### config.mk
export PLATFORM = sky130hd
export DESIGN_NAME = lsu_bus_master
export DESIGN_NICKNAME = d
export VERILOG_FILES = /design/src/rtl/lsu_pkg.sv /design/src/rtl/lsu_load_align.sv /design/src/rtl/lsu_bus_master.sv
export SDC_FILE = /design/constraint.sdc
export NUM_CORES = 1
export LEC_CHECK = 0
export ABC_CLOCK_PERIOD_IN_PS = 5300
export CORE_ASPECT_RATIO = 0.6
export CORE_MARGIN = 8
export CORE_UTILIZATION = 46
export CTS_CLUSTER_SIZE = 24
export DETAILED_ROUTE_END_ITERATION = 10
export PLACE_DENSITY = 0.82
export SYNTH_ARGS = -nofsm -noshare
export SYNTH_HDL_FRONTEND = slang
export SYNTH_SLANG_ARGS = --single-unit
### constraint.sdc
create_clock -name clk -period 5.3 [get_ports clk]
set_input_delay 1.06 -clock clk [delete_from_list [all_inputs] [get_ports clk]]
set_output_delay 1.06 -clock clk [all_outputs]
set_load 0.005 [all_outputs]
### src/rtl/lsu_pkg.sv
// rtl/lsu_pkg.sv - shared types, funct3 encodings and lane helpers for the load/store bus master
package lsu_pkg;

    typedef enum logic [1:0] {
        IDLE   = 2'd0,
        SETUP  = 2'd1,
        ACCESS = 2'd2,
        RESP   = 2'd3
    } lsu_state_t;

    localparam logic [2:0] F3_LB  = 3'b000;
    localparam logic [2:0] F3_LH  = 3'b001;
    localparam logic [2:0] F3_LW  = 3'b010;
    localparam logic [2:0] F3_LBU = 3'b100;
    localparam logic [2:0] F3_LHU = 3'b101;

    // Access size is funct3[1:0]; 2'b11 has no RV32I meaning.
    typedef enum logic [1:0] {
        SZ_B = 2'b00,
        SZ_H = 2'b01,
        SZ_W = 2'b10,
        SZ_X = 2'b11
    } lsu_size_t;

    function automatic logic decode_err(input logic we, input logic [1:0] a, input logic [2:0] f3);
        case (lsu_size_t'(f3[1:0]))
            SZ_X:    decode_err = 1'b1;
            SZ_H:    decode_err = (we & f3[2]) | a[0];
            SZ_W:    decode_err = (we & f3[2]) | (a != 2'b00);
            default: decode_err = we & f3[2];
        endcase
    endfunction

    function automatic logic [3:0] lane_strb(input lsu_size_t sz, input logic [1:0] a);
        case (sz)
            SZ_B:    lane_strb = 4'b0001 << a;
            SZ_H:    lane_strb = a[1] ? 4'b1100 : 4'b0011;
            default: lane_strb = 4'b1111;
        endcase
    endfunction

    function automatic logic [31:0] lane_wdata(input lsu_size_t sz, input logic [31:0] d);
        case (sz)
            SZ_B:    lane_wdata = {4{d[7:0]}};
            SZ_H:    lane_wdata = {2{d[15:0]}};
            default: lane_wdata = d;
        endcase
    endfunction

endpackage

### src/rtl/lsu_load_align.sv
// rtl/lsu_load_align.sv - selects the addressed byte/half of a read word and sign/zero-extends it
module lsu_load_align
    import lsu_pkg::*;
(
    input  logic [31:0] rword,
    input  logic [1:0]  addr,
    input  logic [2:0]  func3,
    output logic [31:0] rdata
);

    logic [7:0]  sel_b;
    logic [15:0] sel_h;

    always_comb begin
        sel_b = rword[{addr, 3'b000} +: 8];
        sel_h = addr[1] ? rword[31:16] : rword[15:0];
        case (func3)
            F3_LB:          rdata = {{24{sel_b[7]}}, sel_b};
            F3_LBU:         rdata = {24'd0, sel_b};
            F3_LH:          rdata = {{16{sel_h[15]}}, sel_h};
            F3_LHU:         rdata = {16'd0, sel_h};
            F3_LW:          rdata = rword;
            default:        rdata = rword;
        endcase
    end

endmodule

### src/rtl/lsu_bus_master.sv
// rtl/lsu_bus_master.sv - RV32I load/store initiator driving an APB-style data bus
module lsu_bus_master
    import lsu_pkg::*;
#(
    parameter int TIMEOUT_CYCLES = 16
)
(
    input  logic        clk,
    input  logic        reset,
    input  logic        req_valid,
    output logic        req_ready,
    input  logic        req_we,
    input  logic [31:0] req_addr,
    input  logic [31:0] req_wdata,
    input  logic [2:0]  req_func3,
    output logic        resp_valid,
    output logic        resp_err,
    output logic [31:0] resp_rdata,
    output logic        bus_sel,
    output logic        bus_enable,
    output logic        bus_write,
    output logic [31:0] bus_addr,
    output logic [31:0] bus_wdata,
    output logic [3:0]  bus_strb,
    input  logic [31:0] bus_rdata,
    input  logic        bus_ready
);

    localparam int CW = (TIMEOUT_CYCLES > 0) ? $clog2(TIMEOUT_CYCLES + 1) : 1;
    localparam logic [CW-1:0] TLAST = (TIMEOUT_CYCLES > 0) ? CW'(TIMEOUT_CYCLES - 1) : '0;

    lsu_state_t    state, state_n;
    logic          r_we;
    logic [31:0]   r_addr;
    logic [2:0]    r_func3;
    logic [31:0]   r_wdata;
    logic [3:0]    r_strb;
    logic          r_err;
    logic [31:0]   r_rdata;
    logic [CW-1:0] tcnt;

    logic          dec_err;
    logic          timeout;
    logic [31:0]   load_rdata;

    assign dec_err = decode_err(req_we, req_addr[1:0], req_func3);
    // tcnt holds the number of ACCESS cycles already completed, so TLAST marks the final allowed one.
    assign timeout = (TIMEOUT_CYCLES != 0) && (tcnt == TLAST) && !bus_ready;

    lsu_load_align u_align (
        .rword (bus_rdata),
        .addr  (r_addr[1:0]),
        .func3 (r_func3),
        .rdata (load_rdata)
    );

    always_ff @(posedge clk or posedge reset) begin
        if (reset) state <= IDLE;
        else       state <= state_n;
    end

    always_comb begin
        state_n    = state;
        req_ready  = 1'b0;
        bus_sel    = 1'b0;
        bus_enable = 1'b0;
        resp_valid = 1'b0;
        unique case (state)
            IDLE: begin
                req_ready = 1'b1;
                if (req_valid) state_n = dec_err ? RESP : SETUP;
            end
            SETUP: begin
                bus_sel = 1'b1;
                state_n = ACCESS;
            end
            ACCESS: begin
                bus_sel    = 1'b1;
                bus_enable = 1'b1;
                if (bus_ready || timeout) state_n = RESP;
            end
            RESP: begin
                resp_valid = 1'b1;
                state_n    = IDLE;
            end
            default: state_n = IDLE;
        endcase
        bus_write  = bus_sel & r_we;
        bus_addr   = bus_sel ? {r_addr[31:2], 2'b00} : 32'd0;
        bus_wdata  = bus_sel ? r_wdata : 32'd0;
        bus_strb   = bus_sel ? r_strb : 4'd0;
        resp_err   = resp_valid & r_err;
        resp_rdata = resp_valid ? r_rdata : 32'd0;
    end

    always_ff @(posedge clk or posedge reset) begin
        if (reset) begin
            r_we    <= 1'b0;
            r_addr  <= '0;
            r_func3 <= '0;
            r_wdata <= '0;
            r_strb  <= '0;
            r_err   <= 1'b0;
            r_rdata <= '0;
            tcnt    <= '0;
        end else begin
            case (state)
                IDLE: begin
                    if (req_valid) begin
                        r_we    <= req_we;
                        r_addr  <= req_addr;
                        r_func3 <= req_func3;
                        r_wdata <= lane_wdata(lsu_size_t'(req_func3[1:0]), req_wdata);
                        r_strb  <= req_we ? lane_strb(lsu_size_t'(req_func3[1:0]), req_addr[1:0]) : 4'd0;
                        r_err   <= dec_err;
                        r_rdata <= '0;
                        tcnt    <= '0;
                    end
                end
                ACCESS: begin
                    if (bus_ready)
                        r_rdata <= r_we ? 32'd0 : load_rdata;
                    else if (timeout)
                        r_err <= 1'b1;
                    else if (TIMEOUT_CYCLES != 0)
                        tcnt <= tcnt + CW'(1);
                end
                default: ;
            endcase
        end
    end

endmodule
==> implementation parameters <==
Parameter                              Value

Status
  Status    finished, final reports clean

Timing
  Max-slew headroom    0.241
  Final slew viol count    0
  Count of endpoints failing setup in the final report    0
  RSZ-0062 raised after global routing    false
  Count of endpoints failing hold in the final timing report    0
  Worst Max-Slew Pin Slew    1.14 ns
  Max Freq    0.294 GHz
  Setup TNS    0 ns
  Clock period minus worst slack    3.41 ns
  Post-route clock period utilization    0.643
  Worst-case hold slack    0.478 ns
  Setup clock skew after layout    0.00857 ns

Yosys
  Post-synth EDFFs    0
  Yosys Warn Count    0
  Cell variety after synth    46
  Top cell type's share of synthesized area    0.470
  Syn Inst Count    577
  Most frequently used cell type in the post-synthesis netlist    sky130_fd_sc_hd__dfrtp_1
  Top_reg_cell synth    sky130_fd_sc_hd__dfrtp_1
  Synthesized flop and latch total    112
  Biggest area consumer among synthesized cells    sky130_fd_sc_hd__dfrtp_1
  Cell types with the largest area share after synthesis    sky130_fd_sc_hd__dfrtp_1 (47%), sky130_fd_sc_hd__and2_1 (10%), sky130_fd_sc_hd__mux2_2 (7.7%)
  Average footprint of a synthesized cell    10.3 µm²
  Post-synthesis sequential area ratio    0.470
  Commonest cells in the synthesized netlist    sky130_fd_sc_hd__dfrtp_1 (112), sky130_fd_sc_hd__and2_1 (100), sky130_fd_sc_hd__nand2_1 (46), sky130_fd_sc_hd__o21ai_0 (42), sky130_fd_sc_hd__mux2_2 (41)
  Post-synthesis instance area    0.00596 mm²
  FFs w/ async S/R, synth    1.00

Setup path
  Sort of element at the start of the critical path    register
  CP cell instances    inv_1, ha_1, buf_4, and2_1, clkdlybuf4s50_1
  Arrival time at the worst endpoint    2.35 ns
  Class of the most critical setup path    reg -> out
  Critical path buffers and inverters    3
  Largest driver fanout on the critical path    69
  CP required    4.24 ns
  CP top delay family    buffers and inverters
  Sort of element at the end of the critical path    output port
  Cell type of the slowest stage on the worst timing path    sky130_fd_sc_hd__clkdlybuf4s50_1
  Worst reg-to-reg setup slack    2.55 ns
  Largest incremental delay on the critical path    0.55 ns

CTS
  Latest clock arrival within the worst-skew pair    0.35 ns
  Total setup buffers inserted after CTS    0
  Clock buffer count from CTS    9
  CTS H-tree depth    3
  TritonCTS clock tree    built
  Cell chosen for the clock root    sky130_fd_sc_hd__clkbuf_16
  Clock-pin slew on the worst setup and hold paths    0.07 ns
  CTS sink count    112
  Max Root-Sink Buffers    2
  Number of gates resized after cts    0
  Hold buffers post-CTS    0

Detailed routing
  Remaining DRCs    0
  Uppermost signal routing layer after detailed routing    met4
  Average wire per standard cell    19.9 µm
  Vias/cell    5.61
  Routed length on met2    8.43 mm
  Post-detailed-routing wire length    18.5 mm
  Number of violations reported at the end of detailed-routing iteration 0    445
  Total number of vias    5216
  Post-DRT Antenna Nets    0
  DR WL met3    1.67 mm
  1st-pass router iterations    5
  Post-Route M1 WL    8.12 mm

Placement
  Last weighted congestion value of the routability-driven placer    0.889
  Instance count after placement with tap cells included    914
  Detailed-placement wirelength estimate    13.8 mm
  Cell area after placement    0.00808 mm²
  Buffers on Ports    207

Pwr
  Reported leakage power    3.59 nW
  Clock Power Share    0.157
  Internal power of the cells    3.02 mW
  Net switching fraction of the power    0.352
  Power density over the cells    555 mW/mm²
  Portion of total power attributed to sequential cells    0.325
  Part of the total power dissipated in combinational logic    0.518
  Maximum ir drop on the vdd rail    318 µV
  Total power draw    4.67 mW
  Switch Pwr    1.64 mW

Global routing
  Grt total ovfl    0
  Via count of the first global-routing pass    5431
  Total global-route track usage    0.214
  Initial antenna violation count    0
  Largest net degree at the start of global routing    101
  Global-route wire length before repair    29.5 mm

Die
  Height of the chip    104 µm
  Die Footprint    0.0170 mm²
  Chip width    163 µm
  Area of the placeable core    0.0127 mm²
  Placement Rows    32
  Number of ports placed on the die boundary    210
  Initial standard-cell utilization of the core    0.468

Finish
  Fraction of final layout cells sized beyond drive strength 1    0.0935
  Final Instance Count excl. Fillers    929
  Final net count    869
  Design Area, Final    0.00840 mm²
  Area growth from synthesis to layout    41.0%
  Number of filler instances in the final layout    994
  Inserted Diodes    0

Job
  Maximum Capacitance Violations    0

Hold path
  Hold Crit Class    reg -> reg
flip-flops by register name, indices dropped and copies added (netlist names):
name,count
r_wdata,32
r_addr,32
r_we,1
r_func3,3
r_rdata,32
state,2
r_err,1
tcnt,5
r_strb,4
power groups by stage:
stage          logic (mW)  clock network, mW  registers [mW]
4_1_cts              2.45              0.744            1.51
3_5_place_dp         2.43                  0            1.52
5_1_grt              2.65              0.778            1.57
6_report             2.42              0.734            1.52
3_3_place_gp         2.36                  0            1.50
2_1_floorplan        1.35                  0            1.38
cell usage in the layout (no fill, tap or decap), types with 15 or more instances in the layout:
cell type / instances
sky130_fd_sc_hd__a221o_1: 22
sky130_fd_sc_hd__inv_1: 15
sky130_fd_sc_hd__and2_1: 100
sky130_fd_sc_hd__mux2_2: 41
sky130_fd_sc_hd__a21oi_1: 19
sky130_fd_sc_hd__o21ai_0: 42
sky130_fd_sc_hd__a22o_1: 20
sky130_fd_sc_hd__clkdlybuf4s50_1: 207
sky130_fd_sc_hd__nand2_1: 45
sky130_fd_sc_hd__dfrtp_1: 112
routing by layer:
layer  up-vias  track usage
li1       2398            -
met1      2548        0.286
met2       250        0.336
met3        20       0.0636
met4         0       0.0495
met5         -            0
area by class of cell:
type	count	area, µm²	area share
Sequential cell	112	2800	0.334
Inverter	16	62.6	0.00745
Tap cell	170	213	0.0253
Multi-Input combinational cell	407	2920	0.347
Clock inverter	6	92.6	0.0110
Timing Repair Buffer	209	2090	0.248
Clock buffer	9	225	0.0268
tightest hold or removal path, cell delays in order (launching register included):
cell,delay [ns]
sky130_fd_sc_hd__dfrtp_1,0.34
sky130_fd_sc_hd__nand2_1,0.04
sky130_fd_sc_hd__o21ai_0,0.06
logic make-up (layout without fill, tap and decap cells):
kind of cell | after synthesis | count (layout) | share of synthesized area
AO/OA/AOI/OAI | 143 | 143 | 0.168
adder cells (fa/ha/maj) | 10 | 10 | 0.0210
buffers and inverters | 59 | 240 | 0.0416
flip-flops | 112 | 112 | 0.470
multiplexers | 59 | 59 | 0.120
other | 1 | 2 | 0.000629
AND/OR/NAND/NOR | 193 | 193 | 0.179
stage by stage:
step                worst slack [ns]   util
CTS                             1.87  0.660
global route                    1.74  0.660
finish                          1.89  0.660
detailed placement              1.75  0.635
global placement                1.91  0.635
floorplan                       1.28      -
final timing paths:
| path | from | endpoint | cells after the start |
|---|---|---|---|
| worst max-delay path | state[1]$_DFFE_PP0P_ | bus_wdata[20] | 5 |
| worst min-delay path | r_wdata[21]$_DFFE_PP0P_ | r_wdata[21]$_DFFE_PP0P_ | 2 |
| worst max register to register | state[0]$_DFFE_PP0P_ | r_rdata[30]$_DFFE_PP0P_ | 6 |
| worst min register to register | r_wdata[21]$_DFFE_PP0P_ | r_wdata[21]$_DFFE_PP0P_ | 2 |
| max in group asynchronous | reset | r_addr[5]$_DFFE_PP0P_ | 3 |
| min in group asynchronous | reset | r_wdata[26]$_DFFE_PP0P_ | 2 |
No activity file was read; power rests on OpenSTA's default activity.
